File: src/rtl/display_timing_if.sv
// display_timing_if
//   Bundle between the display timing generator and its painters / DVI encoder.
//   master : timing generator. It drives the coordinates, data enable, the
//            registered DVI outputs and the strobes, and it receives paint colour.
//   slave  : painter/encoder side. It is the mirror of master.
//   Signals:
//     sx, sy                  current screen coordinate (CORDW bits each)
//     de                      current coordinate lies in the active area
//     paint_r/g/b             painter colour for the current coordinate (4 bits)
//     dvi_r/g/b               registered colour, forced to 0 in blanking
//     dvi_hsync/dvi_vsync     registered sync, polarity already applied
//     dvi_de                  registered data enable
//     frame, line             registered start-of-frame / start-of-line strobes
interface display_timing_if #(
  parameter int CORDW = 10
);
  logic [CORDW-1:0] sx;
  logic [CORDW-1:0] sy;
  logic             de;
  logic [3:0]       paint_r;
  logic [3:0]       paint_g;
  logic [3:0]       paint_b;
  logic [3:0]       dvi_r;
  logic [3:0]       dvi_g;
  logic [3:0]       dvi_b;
  logic             dvi_hsync;
  logic             dvi_vsync;
  logic             dvi_de;
  logic             frame;
  logic             line;

  modport master (
    output sx, sy, de,
    output dvi_r, dvi_g, dvi_b, dvi_hsync, dvi_vsync, dvi_de,
    output frame, line,
    input  paint_r, paint_g, paint_b
  );

  modport slave (
    input  sx, sy, de,
    input  dvi_r, dvi_g, dvi_b, dvi_hsync, dvi_vsync, dvi_de,
    input  frame, line,
    output paint_r, paint_g, paint_b
  );
endinterface

File: src/rtl/display_timing_gen.sv
// display_timing_gen
//   Pixel-clock timing generator and DVI output register stage (640x480 60 Hz
//   by default). It counts sx/sy for the combinational painters, takes their
//   colour back in the same cycle, and registers colour, sync and data enable
//   so that they all leave together one cycle after the coordinate.
//   Ports:
//     clk_pix    pixel clock
//     rst_pix_n  asynchronous active-low reset, released on a clk_pix edge
//     dpy        display_timing_if.master. It carries sx/sy/de out, paint_* in,
//                dvi_* out and the frame/line strobes out.
//   Configuration macro:
//     DISPLAY_TIMING_STROBE_EN  When this is defined, the frame/line strobe
//                               registers are built. Otherwise both strobes
//                               are tied to 0.
module display_timing_gen #(
  parameter int CORDW  = 10,
  parameter int H_RES  = 640,
  parameter int H_FP   = 16,
  parameter int H_SYNC = 96,
  parameter int H_BP   = 48,
  parameter int V_RES  = 480,
  parameter int V_FP   = 10,
  parameter int V_SYNC = 2,
  parameter int V_BP   = 33,
  parameter bit H_POL  = 1'b0,
  parameter bit V_POL  = 1'b0
) (
  input  logic clk_pix,
  input  logic rst_pix_n,
  display_timing_if.master dpy
);

  localparam int H_TOTAL = H_RES + H_FP + H_SYNC + H_BP;
  localparam int V_TOTAL = V_RES + V_FP + V_SYNC + V_BP;

  localparam logic [CORDW-1:0] H_LAST   = CORDW'(H_TOTAL - 1);
  localparam logic [CORDW-1:0] V_LAST   = CORDW'(V_TOTAL - 1);
  localparam logic [CORDW-1:0] H_ACT    = CORDW'(H_RES);
  localparam logic [CORDW-1:0] V_ACT    = CORDW'(V_RES);
  localparam logic [CORDW-1:0] HS_FIRST = CORDW'(H_RES + H_FP);
  localparam logic [CORDW-1:0] HS_LAST  = CORDW'(H_RES + H_FP + H_SYNC - 1);
  localparam logic [CORDW-1:0] VS_FIRST = CORDW'(V_RES + V_FP);
  localparam logic [CORDW-1:0] VS_LAST  = CORDW'(V_RES + V_FP + V_SYNC - 1);

  logic [CORDW-1:0] sx_q, sx_d;
  logic [CORDW-1:0] sy_q, sy_d;
  logic             de;
  logic             hs_act;
  logic             vs_act;

  logic [3:0] dvi_r_q, dvi_r_d;
  logic [3:0] dvi_g_q, dvi_g_d;
  logic [3:0] dvi_b_q, dvi_b_d;
  logic       dvi_hsync_q, dvi_hsync_d;
  logic       dvi_vsync_q, dvi_vsync_d;
  logic       dvi_de_q, dvi_de_d;

  // Coordinate counters and combinational decode of the current position
  always_comb begin
    sx_d = sx_q + CORDW'(1);
    sy_d = sy_q;
    if (sx_q == H_LAST) begin
      sx_d = '0;
      // The line wrap and the frame wrap land on the same edge, so
      // (H_LAST, V_LAST) steps directly to (0, 0).
      sy_d = (sy_q == V_LAST) ? '0 : sy_q + CORDW'(1);
    end
    de     = (sx_q < H_ACT) && (sy_q < V_ACT);
    hs_act = (sx_q >= HS_FIRST) && (sx_q <= HS_LAST);
    vs_act = (sy_q >= VS_FIRST) && (sy_q <= VS_LAST);
  end

  // Output stage: everything for coordinate (sx,sy) is registered on the same edge
  always_comb begin
    // Blanking is applied here only. The painters always see their own colour path.
    dvi_r_d     = de ? dpy.paint_r : 4'h0;
    dvi_g_d     = de ? dpy.paint_g : 4'h0;
    dvi_b_d     = de ? dpy.paint_b : 4'h0;
    dvi_de_d    = de;
    dvi_hsync_d = hs_act ? H_POL : ~H_POL;
    dvi_vsync_d = vs_act ? V_POL : ~V_POL;
  end

  always_ff @(posedge clk_pix or negedge rst_pix_n) begin
    if (!rst_pix_n) begin
      sx_q        <= '0;
      sy_q        <= '0;
      dvi_r_q     <= 4'h0;
      dvi_g_q     <= 4'h0;
      dvi_b_q     <= 4'h0;
      dvi_de_q    <= 1'b0;
      dvi_hsync_q <= ~H_POL;
      dvi_vsync_q <= ~V_POL;
    end else begin
      sx_q        <= sx_d;
      sy_q        <= sy_d;
      dvi_r_q     <= dvi_r_d;
      dvi_g_q     <= dvi_g_d;
      dvi_b_q     <= dvi_b_d;
      dvi_de_q    <= dvi_de_d;
      dvi_hsync_q <= dvi_hsync_d;
      dvi_vsync_q <= dvi_vsync_d;
    end
  end

`ifdef DISPLAY_TIMING_STROBE_EN
  logic line_q, line_d;
  logic frame_q, frame_d;

  // Strobes are registered from the same coordinate so that they line up with dvi_*
  always_comb begin
    line_d  = (sx_q == '0);
    frame_d = (sx_q == '0) && (sy_q == '0);
  end

  always_ff @(posedge clk_pix or negedge rst_pix_n) begin
    if (!rst_pix_n) begin
      line_q  <= 1'b0;
      frame_q <= 1'b0;
    end else begin
      line_q  <= line_d;
      frame_q <= frame_d;
    end
  end

  assign dpy.line  = line_q;
  assign dpy.frame = frame_q;
`else
  assign dpy.line  = 1'b0;
  assign dpy.frame = 1'b0;
`endif

  assign dpy.sx        = sx_q;
  assign dpy.sy        = sy_q;
  assign dpy.de        = de;
  assign dpy.dvi_r     = dvi_r_q;
  assign dpy.dvi_g     = dvi_g_q;
  assign dpy.dvi_b     = dvi_b_q;
  assign dpy.dvi_hsync = dvi_hsync_q;
  assign dpy.dvi_vsync = dvi_vsync_q;
  assign dpy.dvi_de    = dvi_de_q;

endmodule

File: src/flat_wrapper.sv
// flat-port wrapper written by rule: the top's interface ports become plain ports
module display_timing_gen_flat 
#(
  parameter int CORDW  = 10,
  parameter int H_RES  = 640,
  parameter int H_FP   = 16,
  parameter int H_SYNC = 96,
  parameter int H_BP   = 48,
  parameter int V_RES  = 480,
  parameter int V_FP   = 10,
  parameter int V_SYNC = 2,
  parameter int V_BP   = 33,
  parameter bit H_POL  = 1'b0,
  parameter bit V_POL  = 1'b0
)
  (clk_pix, rst_pix_n, dpy_sx, dpy_sy, dpy_de, dpy_dvi_r, dpy_dvi_g, dpy_dvi_b, dpy_dvi_hsync, dpy_dvi_vsync, dpy_dvi_de, dpy_frame, dpy_line, dpy_paint_r, dpy_paint_g, dpy_paint_b);
  display_timing_if #(.CORDW(CORDW)) dpy_i ();
  input  logic clk_pix;
  input  logic rst_pix_n;
  output wire logic [$bits(dpy_i.sx)-1:0] dpy_sx;
  output wire logic [$bits(dpy_i.sy)-1:0] dpy_sy;
  output wire logic [$bits(dpy_i.de)-1:0] dpy_de;
  output wire logic [$bits(dpy_i.dvi_r)-1:0] dpy_dvi_r;
  output wire logic [$bits(dpy_i.dvi_g)-1:0] dpy_dvi_g;
  output wire logic [$bits(dpy_i.dvi_b)-1:0] dpy_dvi_b;
  output wire logic [$bits(dpy_i.dvi_hsync)-1:0] dpy_dvi_hsync;
  output wire logic [$bits(dpy_i.dvi_vsync)-1:0] dpy_dvi_vsync;
  output wire logic [$bits(dpy_i.dvi_de)-1:0] dpy_dvi_de;
  output wire logic [$bits(dpy_i.frame)-1:0] dpy_frame;
  output wire logic [$bits(dpy_i.line)-1:0] dpy_line;
  input wire logic [$bits(dpy_i.paint_r)-1:0] dpy_paint_r;
  input wire logic [$bits(dpy_i.paint_g)-1:0] dpy_paint_g;
  input wire logic [$bits(dpy_i.paint_b)-1:0] dpy_paint_b;
  assign dpy_sx = dpy_i.sx;
  assign dpy_sy = dpy_i.sy;
  assign dpy_de = dpy_i.de;
  assign dpy_dvi_r = dpy_i.dvi_r;
  assign dpy_dvi_g = dpy_i.dvi_g;
  assign dpy_dvi_b = dpy_i.dvi_b;
  assign dpy_dvi_hsync = dpy_i.dvi_hsync;
  assign dpy_dvi_vsync = dpy_i.dvi_vsync;
  assign dpy_dvi_de = dpy_i.dvi_de;
  assign dpy_frame = dpy_i.frame;
  assign dpy_line = dpy_i.line;
  assign dpy_i.paint_r = dpy_paint_r;
  assign dpy_i.paint_g = dpy_paint_g;
  assign dpy_i.paint_b = dpy_paint_b;
  display_timing_gen #(.CORDW(CORDW), .H_RES(H_RES), .H_FP(H_FP), .H_SYNC(H_SYNC), .H_BP(H_BP), .V_RES(V_RES), .V_FP(V_FP), .V_SYNC(V_SYNC), .V_BP(V_BP), .H_POL(H_POL), .V_POL(V_POL)) u_core (.clk_pix(clk_pix), .rst_pix_n(rst_pix_n), .dpy(dpy_i));
endmodule
File: config.mk
export PLATFORM = sky130hd
export DESIGN_NAME = display_timing_gen_flat
export DESIGN_NICKNAME = d
export VERILOG_FILES = /design/src/rtl/display_timing_if.sv /design/src/rtl/display_timing_gen.sv /design/src/flat_wrapper.sv
export SDC_FILE = /design/constraint.sdc
export NUM_CORES = 1
export LEC_CHECK = 0
export ABC_AREA = 1
export CORE_UTILIZATION = 41
export DETAILED_ROUTE_END_ITERATION = 8
export GPL_TIMING_DRIVEN = 0
export PLACE_DENSITY = 0.69
export SLEW_MARGIN = 40
export SYNTH_ARGS = -nofsm -noshare
export SYNTH_HDL_FRONTEND = slang
export SYNTH_SLANG_ARGS = --single-unit
File: constraint.sdc
create_clock -name clk_pix -period 1.4 [get_ports clk_pix]
set_input_delay 0.28 -clock clk_pix [delete_from_list [all_inputs] [get_ports clk_pix]]
set_output_delay 0.28 -clock clk_pix [all_outputs]
set_load 0.02 [all_outputs]
==> reports/metrics.yaml, run 1 <==
status: "finished with violations"
violations: "setup timing"
fmax_ghz: 0.6223
clkSinkCount: 35
start_util: 0.4457
place_area_sq_um: 2276
ioPinCount: 52
cts_tree: "yes"
cp_data_arrival_time_ns: 1.33
crit_path_start_kind: "flop"
grt_pass1_wl_mm: 6.037
post_drt_wl_per_cell_um: 12.00
ir_drop_mv: 0.5455
fillCellCount: 328
grt_pass1_vias: 1315
power_mw: 1.862
skew_ns: 0.009737
cts_root_buffer: "clkbuf_8"
clk_pin_slew_ns: 0.07
setup_viol: 4
netlist_instances: 194
syn_area_sq_um: 1693
fin_nets: 294
synth_area_per_cell_sq_um: 8.726
regArea_sq_um: 893.4
clock_latency_ns: 0.29
ys.warnings.count: 0
cts_made_buffers: 5
io_buffers: 49
fin_crit_sh: 1.148
setup_tns_ns: -0.2436
placed_cells: 293
place_congestion: 0.7782
final_common_cell: "inv_1"
firstDrtPassIters: 4
worst_path_max_delay_cell: "dfrtp_2"
maxCapViolations: 0
worstSetupEndpointType: "primary output"
rsz0062_at_grt: "true"
stdcell_count: 324
postRouteAntennaNets: 0
htree_levels: 2
hpwlAfterDp_mm: 2.532
finalCoreUtilization: 0.6785
die_x_um: 66.26
drive_gt1_frac: 0.3877
crit_type: "reg -> out"
hold_class: "in -> async"
maxSlewViolCount: 0
p_leak_nw: 1.315
hold_ws_ns: 0.4831
yosys_register_bits: 35
dp_slack_ns: -0.5446
hold_viol: 0
via_count: 1494
drt_wl_total_mm: 3.888
vias_per_cell: 4.611
setup_slack_ns: -0.2069
synth-seq-area-share: 0.5188
multiInputGateArea_sq_um: 760.7
synth.top_cell.area_share: 0.4878
final_area_sq_um: 2577
drt_iter0_markers: 149
power_density_nw_per_um2: 722.3
area_growth_pct: 52.25
antenna_found_initial: 0
crit_fanout: 3
yosys-top-cells-area: "dfrtp_1 (49%), inv_1 (7.3%), nand2_1 (7.3%)"
grt_overflow: 0
layout_min_cycle_time_ns: 1.607
grt_util_all_layers: 0.1908
final_cell_mix: "inv_1 (27), nand2_1 (24), nor2_1 (23), buf_4 (23)"
cpPeakStageDelay_ns: 0.39
synth_top_area_cell: "dfrtp_1"
drc_errors: 0
synth.distinct_cells: 28
required_ns: 1.12
grt_max_degree: 22
clockBufferDepth: 2
antenna_cells: 0
path_cells: "nand2_4 -> nor3_4 -> nor2_2 -> nand2_2 -> clkinvlp_4 -> buf_6"
die_y_um: 66.26
num_rows: 22
core_sq_um: 3799
fp.dieArea_sq_um: 4390
[logic make-up (layout without fill, tap and decap cells)]
group | Yosys count | in the layout | synth area share
other cells | 1 | 2 | 0.002215
buf+inv | 41 | 122 | 0.1049
simple gates | 93 | 93 | 0.2616
flops | 35 | 35 | 0.5188
xor+xnor | 8 | 8 | 0.04139
fa+ha+maj | 5 | 5 | 0.03695
compound gates | 11 | 11 | 0.03400
[worst paths after layout]
check                                                   from                              to  slack, ns  cells after the start
worst max-delay path            u_core.dpy.sy[8]$_DFFE_PN0N_                          dpy_de      -0.21                      6
worst max register to register    u_core.dpy.sx[1]$_DFF_PN0_    u_core.dpy.sy[7]$_DFFE_PN0N_      -0.01                      6
max in group asynchronous                          rst_pix_n  u_core.dpy.dvi_hsync$_DFF_PN1_       0.38                      3
min in group clk_pix                          dpy_paint_g[1]   u_core.dpy.dvi_g[1]$_DFF_PN0_       0.50                      3
worst min register to register  u_core.dpy.sy[1]$_DFFE_PN0N_  u_core.dpy.dvi_vsync$_DFF_PN1_       0.54                      1
worst min-delay path                               rst_pix_n   u_core.dpy.dvi_r[2]$_DFF_PN0_       0.48                      2
[area by class of cell]
type	instances	share of cell area
well taps	48	0.02330
flip-flops and latches	35	0.3466
repair buffers	74	0.2354
multi-input cells	119	0.2951
inverters	36	0.05388
clock buffers	8	0.03107
plain buffers	4	0.01456
[sequential cells by signal (all words and copies together) (netlist names)]
signal and count:
u_core.dpy.dvi_b 4, u_core.dpy.dvi_g 4, u_core.dpy.dvi_de 1, u_core.dpy.sx 10
u_core.dpy.sy 10, u_core.dpy.dvi_r 4, u_core.dpy.dvi_vsync 1, u_core.dpy.dvi_hsync 1
[metal layers]
layer	share of wire	track usage
met1	0.45	0.2503
met2	0.46	0.2679
met3	0.061	0.06552
met4	0.025	0.1144
met5	0	0
[timing repair]
item / CTS / global route
gates cloned: 0 / 2
endpoints found under the setup margin: 43 / 26
hold buffers: 1 / 0
resized for setup: 67 / 56
setup buffers: 10 / 11
pin swaps: 4 / 14
hold endpoints to repair: 19 / 0
[power breakdown]
group,internal [mW],total [mW],leakage (nW),switching (mW)
Clock,0.353,0.700,0.0395,0.346
Combinational,0.0627,0.130,0.860,0.0677
Sequential,1.03,1.03,0.416,0.00339
[critical path, delay by kind of cell (launching register included)]
kind,cells,cell delay (ns)
AND/OR/NAND/NOR,4,0.41
flip-flops,1,0.39
buffers and inverters,2,0.23
[synthesized netlist by cell type (all sizes together)]
cell type,count
nor3,7
dfrtp,33
o21ai,9
conb,1
buf,5
o211ai,1
nand3b,1
nor2,35
inv,36
nand2,35
xnor2,3
dfstp,2
nand4,6
a21oi,1
or3b,1
ha,5
xor2,5
nand3,8
Note: power is estimated with default switching activity, not from simulation.
==> inputs of run 2 (changes only) <==
--- a/config.mk
+++ b/config.mk
@@ -7,6 +7,7 @@
 export LEC_CHECK = 0
 export ABC_AREA = 1
 export CORE_UTILIZATION = 41
+export CTS_CLUSTER_SIZE = 40
 export DETAILED_ROUTE_END_ITERATION = 8
 export GPL_TIMING_DRIVEN = 0
 export PLACE_DENSITY = 0.69
==> results of run 2 <==
Same layout as run 1: the final DEF is identical, and so are final timing and power.
